--- src/rtl/ahb_lite_initiator.sv ---
// AHB-Lite single-transfer initiator: turns a valid/ready command stream into
// pipelined NONSEQ transfers and returns one in-order response per command.
module ahb_lite_initiator #(
   parameter logic [3:0] PROT = 4'b0011
) (
   input  logic        HCLK,
   input  logic        HRESET,
   // local command / response stream
   input  logic        cmd_valid,
   output logic        cmd_ready,
   input  logic        cmd_write,
   input  logic [31:0] cmd_addr,
   input  logic [1:0]  cmd_size,
   input  logic [31:0] cmd_wdata,
   output logic        rsp_valid,
   output logic [31:0] rsp_rdata,
   output logic        rsp_err,
   // AHB-Lite master interface
   output logic [31:0] HADDR,
   output logic [1:0]  HTRANS,
   output logic        HWRITE,
   output logic [2:0]  HSIZE,
   output logic [2:0]  HBURST,
   output logic [3:0]  HPROT,
   output logic        HMASTLOCK,
   output logic [31:0] HWDATA,
   input  logic        HREADY,
   input  logic [1:0]  HRESP,
   input  logic [31:0] HRDATA
);

   localparam logic [1:0] TRANS_IDLE   = 2'b00;
   localparam logic [1:0] TRANS_NONSEQ = 2'b10;

   logic        r_a_valid;
   logic [31:0] r_a_addr;
   logic        r_a_write;
   logic [1:0]  r_a_size;
   logic [31:0] r_a_wdata;

   logic        r_d_valid;
   logic        r_d_write;
   logic [31:0] r_d_wdata;

   logic        r_cancel;

   logic        r_rsp_valid;
   logic [31:0] r_rsp_rdata;
   logic        r_rsp_err;

   logic        w_cmd_ready;
   logic        w_accept;
   logic        w_advance;
   logic        w_complete;
   logic        w_err_first;
   logic        w_unused;

   // Only bit 0 of HRESP carries meaning on AHB-Lite.
   assign w_unused = HRESP[1];

   assign w_cmd_ready = ~HRESET & (~r_a_valid | (HREADY & ~r_cancel));
   assign w_accept    = cmd_valid & w_cmd_ready;
   assign w_advance   = HREADY & r_a_valid & ~r_cancel;
   assign w_complete  = HREADY & r_d_valid;
   // Cycle one of the two-cycle ERROR: the queued address must be withdrawn.
   assign w_err_first = r_d_valid & ~HREADY & HRESP[0];

   always_ff @(posedge HCLK) begin
      if (HRESET) begin
         r_a_valid   <= 1'b0;
         r_a_addr    <= 32'h0;
         r_a_write   <= 1'b0;
         r_a_size    <= 2'b10;
         r_a_wdata   <= 32'h0;
         r_d_valid   <= 1'b0;
         r_d_write   <= 1'b0;
         r_d_wdata   <= 32'h0;
         r_cancel    <= 1'b0;
         r_rsp_valid <= 1'b0;
         r_rsp_rdata <= 32'h0;
         r_rsp_err   <= 1'b0;
      end else begin
         if (w_accept) begin
            r_a_valid <= 1'b1;
            r_a_addr  <= cmd_addr;
            r_a_write <= cmd_write;
            r_a_size  <= cmd_size;
            r_a_wdata <= cmd_wdata;
         end else if (w_advance) begin
            r_a_valid <= 1'b0;
         end

         if (w_advance) begin
            r_d_valid <= 1'b1;
            r_d_write <= r_a_write;
            r_d_wdata <= r_a_wdata;
         end else if (w_complete) begin
            r_d_valid <= 1'b0;
         end

         r_rsp_valid <= w_complete;
         if (w_complete) begin
            r_rsp_err   <= HRESP[0];
            r_rsp_rdata <= r_d_write ? 32'h0 : HRDATA;
         end

         if (w_complete) begin
            r_cancel <= 1'b0;
         end else if (w_err_first) begin
            r_cancel <= 1'b1;
         end
      end
   end

   assign cmd_ready = w_cmd_ready;
   assign rsp_valid = r_rsp_valid;
   assign rsp_rdata = r_rsp_rdata;
   assign rsp_err   = r_rsp_err;

   assign HTRANS    = (r_a_valid & ~r_cancel) ? TRANS_NONSEQ : TRANS_IDLE;
   assign HADDR     = r_a_addr;
   assign HWRITE    = r_a_write;
   assign HSIZE     = {1'b0, r_a_size};
   assign HBURST    = 3'b000;
   assign HPROT     = PROT;
   assign HMASTLOCK = 1'b0;
   assign HWDATA    = r_d_wdata;

endmodule

--- config.mk ---
export PLATFORM = sky130hd
export DESIGN_NAME = ahb_lite_initiator
export DESIGN_NICKNAME = d
export VERILOG_FILES = /design/src/rtl/ahb_lite_initiator.sv
export SDC_FILE = /design/constraint.sdc
export NUM_CORES = 1
export LEC_CHECK = 0
export ABC_AREA = 1
export BUFFER_PORTS_ARGS = -buffer_cell sky130_fd_sc_hd__buf_4
export CORE_MARGIN = 2
export CORE_UTILIZATION = 45
export DETAILED_ROUTE_END_ITERATION = 8
export GPL_TIMING_DRIVEN = 0
export PLACE_DENSITY = 0.82
export SLEW_MARGIN = 5
export SYNTH_ARGS = -nofsm -noshare
export SYNTH_HDL_FRONTEND = slang
export SYNTH_SLANG_ARGS = --single-unit
--- constraint.sdc ---
create_clock -name HCLK -period 1.5 [get_ports HCLK]
set_input_delay 0.375 -clock HCLK [delete_from_list [all_inputs] [get_ports HCLK]]
set_output_delay 0.375 -clock HCLK [all_outputs]
set_load 0.03 [all_outputs]
======== After elaboration in Yosys (flattened, before gate mapping) ========
Index checks and enable logic that the tools add are counted.
cells by class
  multiplexer cells ....................... 6
  eq/ne operators ......................... 0
  bitwise operators ....................... 14
  divide/modulo/power cells ............... 0
  $add $sub $neg .......................... 0
  shift operators ......................... 0
  $mul .................................... 0
  reductions and logical operators ........ 3
  magnitude comparators ................... 0
operators by type and width
  kind                number
  2-to-1 mux 32 bit   1
  bitwise AND 1 bit   9
  2-to-1 mux 1 bit    4
  NOT 1 bit           4
  nonzero test 2 bit  2
  2-to-1 mux 2 bit    1
  OR reduction 2 bit  1
  OR 1 bit            1
word-level totals
  bits in registers ....................... 137
  input port bits ......................... 105
  latch bits .............................. 0
  logic and storage cells ................. 35
  memories ................................ 0
  bits in read-only memories .............. 0
  output and inout port bits .............. 113
  memory bits (writable) .................. 0

======== Logic depth before layout (Yosys ltp) ========
  depth in word-level cells ............... 6
  gate-level depth with buffers ........... 8
  mapped depth without buffers ............ 7

======== Least setup slack after synthesis ========
Ideal clock, no wire load.
  path kind ............................... input -> output
  start ................................... in HRESET
  end ..................................... out cmd_ready
  setup slack ............................. 191 ps
  stages .................................. 3
  buffers on the path ..................... 2
  arrival time ............................ 934 ps
  data required time ...................... 1,125 ps
  path through ............................ buf_2 a21oi_2 buf_2
on the way
  longest elaborated chain between the ends .. 2
ends and longest elaborated chain
  item               RTL line  RTL
  from (decl)        7         input logic HRESET,
  NOT 1 bit          61        assign w_cmd_ready = ~HRESET & (~r_a_valid | (HREADY & ~r_cancel));
  bitwise AND 1 bit  61
  to (decl)          10        output logic cmd_ready,
Every way passes these cells.

======== Worst setup path after layout ========
  start ................................... reg r_cancel
  end ..................................... out cmd_ready
on the way
  longest elaborated chain between the ends .. 4
ends and longest elaborated chain
  item                    RTL line  RTL
  from (decl)             45        logic r_cancel;
  from (signal assigned)  78        r_cancel <= 1'b0;
  from (signal assigned)  108       r_cancel <= 1'b0;
  from (signal assigned)  110       r_cancel <= 1'b1;
  NOT 1 bit               61
  bitwise AND 1 bit       61
  OR 1 bit                61
  bitwise AND 1 bit       61
Every way passes these cells.

==> flow_metrics.env <==
export IMPL_fin_ws_ps=-128
export IMPL_period_share_pct=109
export IMPL_detailed_place_area_um2=7050
export IMPL_critPathKind="flip-flop to output pin"
export IMPL_first_iter_violations=468
export IMPL_htreeDepth=4
export IMPL_postSynthAreaPerCell_um2=7.33
export IMPL_numCtsBuffers=17
export IMPL_cts_sinks=137
export IMPL_drv_cap=0
export IMPL_nets=1065
export IMPL_cp_max_fo=2
export IMPL_grt_max_degree=17
export IMPL_setup_viol=2
export IMPL_worstSkewPairLatency_ps=420
export IMPL_powerDensity_nw_per_um2=1180
export IMPL_hold_violations=0
export IMPL_design_core_area_um2=11500
export IMPL_synth_cells=724
export IMPL_setup_worst_path_start_class="flip-flop"
export IMPL_worstSetupEndpointType="output pin"
export IMPL_area_delta_synth_final_pct=44.9
export IMPL_io_buffer_count=204
export IMPL_synth_seq_cells=137
export IMPL_violations="setup timing"
export IMPL_required_ps=1120
export IMPL_rows=39
export IMPL_hold_slack_ps=170
export IMPL_status="complete, but fails checks"
export IMPL_rsz0062_at_grt="true"
export IMPL_grt_usage_pct=24.1
export IMPL_fillCellCount=993
export IMPL_diodes=0
export IMPL_max_freq_mhz=614
export IMPL_p_leak_nw=3.89
export IMPL_tritoncts="yes"
export IMPL_dr_pass1_iters=5
export IMPL_grt_pass1_wl_um=24500
export IMPL_start_util_pct=46.3
export IMPL_min_path_type="input port to flip-flop"
export IMPL_layout_min_cycle_time_ps=1630
export IMPL_vias=5351
export IMPL_synth_edf_count=0
export IMPL_gp_congestion=0.806
export IMPL_finalInstanceArea_um2=7690
export IMPL_ys_seq_area_share_pct=51.7
export IMPL_grt_pass1_vias=5016
export IMPL_max_stage_delay_ps=320
export IMPL_final_util_pct=67.0
export IMPL_die_w_um=113
export IMPL_max_slew_margin_pct=61.7
export IMPL_clkTransAtPathRegs_ps=50
export IMPL_pin_count=218
export IMPL_wl_per_cell_um=13.7
export IMPL_multi_input_area_um2=2020
export IMPL_arrival_ps=1250
export IMPL_setup_tns_ps=-185
export IMPL_peakVddDrop_mv=0.948
export IMPL_grt_overflow=0
export IMPL_max_slew_worst_pin_slew_ps=575
export IMPL_dieArea_um2=12700
export IMPL_maxSlewViolCount=0
export IMPL_synth_area_um2=5310
export IMPL_cp_cell_sequence="inv_2, nand2_4, a21oi_4, buf_6, buf_6"
export IMPL_synth_cell_types=18
export IMPL_synth_ff_type="dfxtp_1"
export IMPL_root_buffer="clkbuf_16"
export IMPL_hpwlAfterDp_um=10800
export IMPL_regArea_um2=2750
export IMPL_drc=0
export IMPL_antenna_found_initial=0
export IMPL_yosys_warnings=0
export IMPL_vias_per_cell=4.79
export IMPL_detail_route_antenna_nets=0
export IMPL_final_layout_size_suffix_gt1_share_pct=29.2
export IMPL_synthArstFlopShare_pct=0
export IMPL_critPathSlowestCell="dfxtp_2"
export IMPL_crit_top_cell="buf_6"
export IMPL_finalClockSkew_ps=9.71
export IMPL_die_y_um=113
export IMPL_total_power_w=0.00910
export IMPL_max_clock_path_buffers=2
export IMPL_finalWirelength_um=15300
==> layout by cell type, fill, tap and decap left out, types with 3 or more instances in the layout <==
| cell type | n |
|---|---|
| buf_4 | 223 |
| clkbuf_1 | 26 |
| o21ai_0 | 65 |
| nor2_1 | 67 |
| clkbuf_16 | 17 |
| clkinv_2 | 7 |
| dfxtp_1 | 135 |
| a21oi_1 | 36 |
| inv_1 | 72 |
| conb_1 | 10 |
| clkbuf_8 | 3 |
| nand2_1 | 173 |
| nand3_1 | 102 |
| buf_6 | 4 |
| buf_2 | 17 |
==> worst max-delay path, delay by kind of cell, from the launching register on <==
family,cells,cell delay (ps)
simple gates,1,60
flops,1,320
compound gates,1,150
buf+inv,3,320
==> report_power, final <==
group / internal, W / total (W) / switching (W) / leakage (nW)
logic: 0.000529 / 0.00130 / 0.000774 / 2.49
registers: 0.00383 / 0.00392 / 0.0000863 / 1.12
clock network: 0.00239 / 0.00387 / 0.00148 / 0.276
total: 0.00675 / 0.00910 / 0.00235 / 3.89
==> worst paths after layout <==
kind                                                 start                          to  slack, ps  depth (start not counted)
worst max register to register       r_cancel$_SDFFE_PP0P_     HWDATA[23]$_SDFFE_PP0P_        110                          6
worst min register to register  r_a_wdata[16]$_SDFFE_PP0P_     HWDATA[16]$_SDFFE_PP0P_        450                          2
worst max-delay path                 r_cancel$_SDFFE_PP0P_                   cmd_ready       -130                          5
worst min-delay path                         cmd_wdata[28]  r_a_wdata[28]$_SDFFE_PP0P_        170                          3
==> repair_timing <==
| item | 4_1_cts | 5_1_grt |
|---|---|---|
| endpoints found under the hold margin | 0 | 0 |
| hold buffers | 0 | 0 |
| setup buffers | 4 | 1 |
| setup endpoints to repair | 4 | 2 |
| pin swaps | 1 | 2 |
| resized for setup | 13 | 3 |
==> synthesized netlist by cell type, types with 2 or more instances <==
cell type	instances	area [um^2]
buf_2	19	95.1
buf_4	17	128
inv_1	73	274
dfxtp_1	137	2740
nand2_1	174	653
o21ai_0	65	325
conb_1	2	7.51
a21oi_1	36	180
buf_1	2	7.51
clkbuf_1	23	86.3
nand3_1	102	510
nor2_1	68	255
==> cells by family after synthesis <==
family	count (synthesis)	synth area share, %
AND/OR/NAND/NOR	347	27.2
other	2	0.142
AO/OA/AOI/OAI	102	9.69
buffers and inverters	136	11.3
flip-flops	137	51.7
==> through the flow <==
stage | std cells | worst slack, ps
4_1_cts | 1115 | -158
3_3_place_gp | 1079 | -115
3_5_place_dp | 1079 | -136
5_1_grt | 1116 | -187
2_1_floorplan | 732 | 191
6_report | 1116 | -128
==> flip-flops by register name (all words and copies together) (netlist names), 2 cells and up <==
name       flops
HADDR         32
HWDATA        32
r_a_wdata     32
rsp_rdata     32
r_a_size       2
==> metal layers <==
metal	part of all wire, %	GRT usage, %	vias to the layer above
li1	-	-	2737
met5	0	0	-
met1	43	30.2	2403
met4	2.5	9.67	0
met3	6.7	7.56	30
met2	48	38.8	181
==> final cells by class <==
class | count | area share [%]
Tap cell | 143 | 2.33
Sequential cell | 137 | 35.7
Clock inverter | 9 | 0.944
Buffer | 62 | 4.30
Timing Repair Buffer | 209 | 20.6
Clock buffer | 23 | 6.22
Multi-Input combinational cell | 459 | 26.3
Inverter | 74 | 3.61
Power figures use the tool's default switching activity.
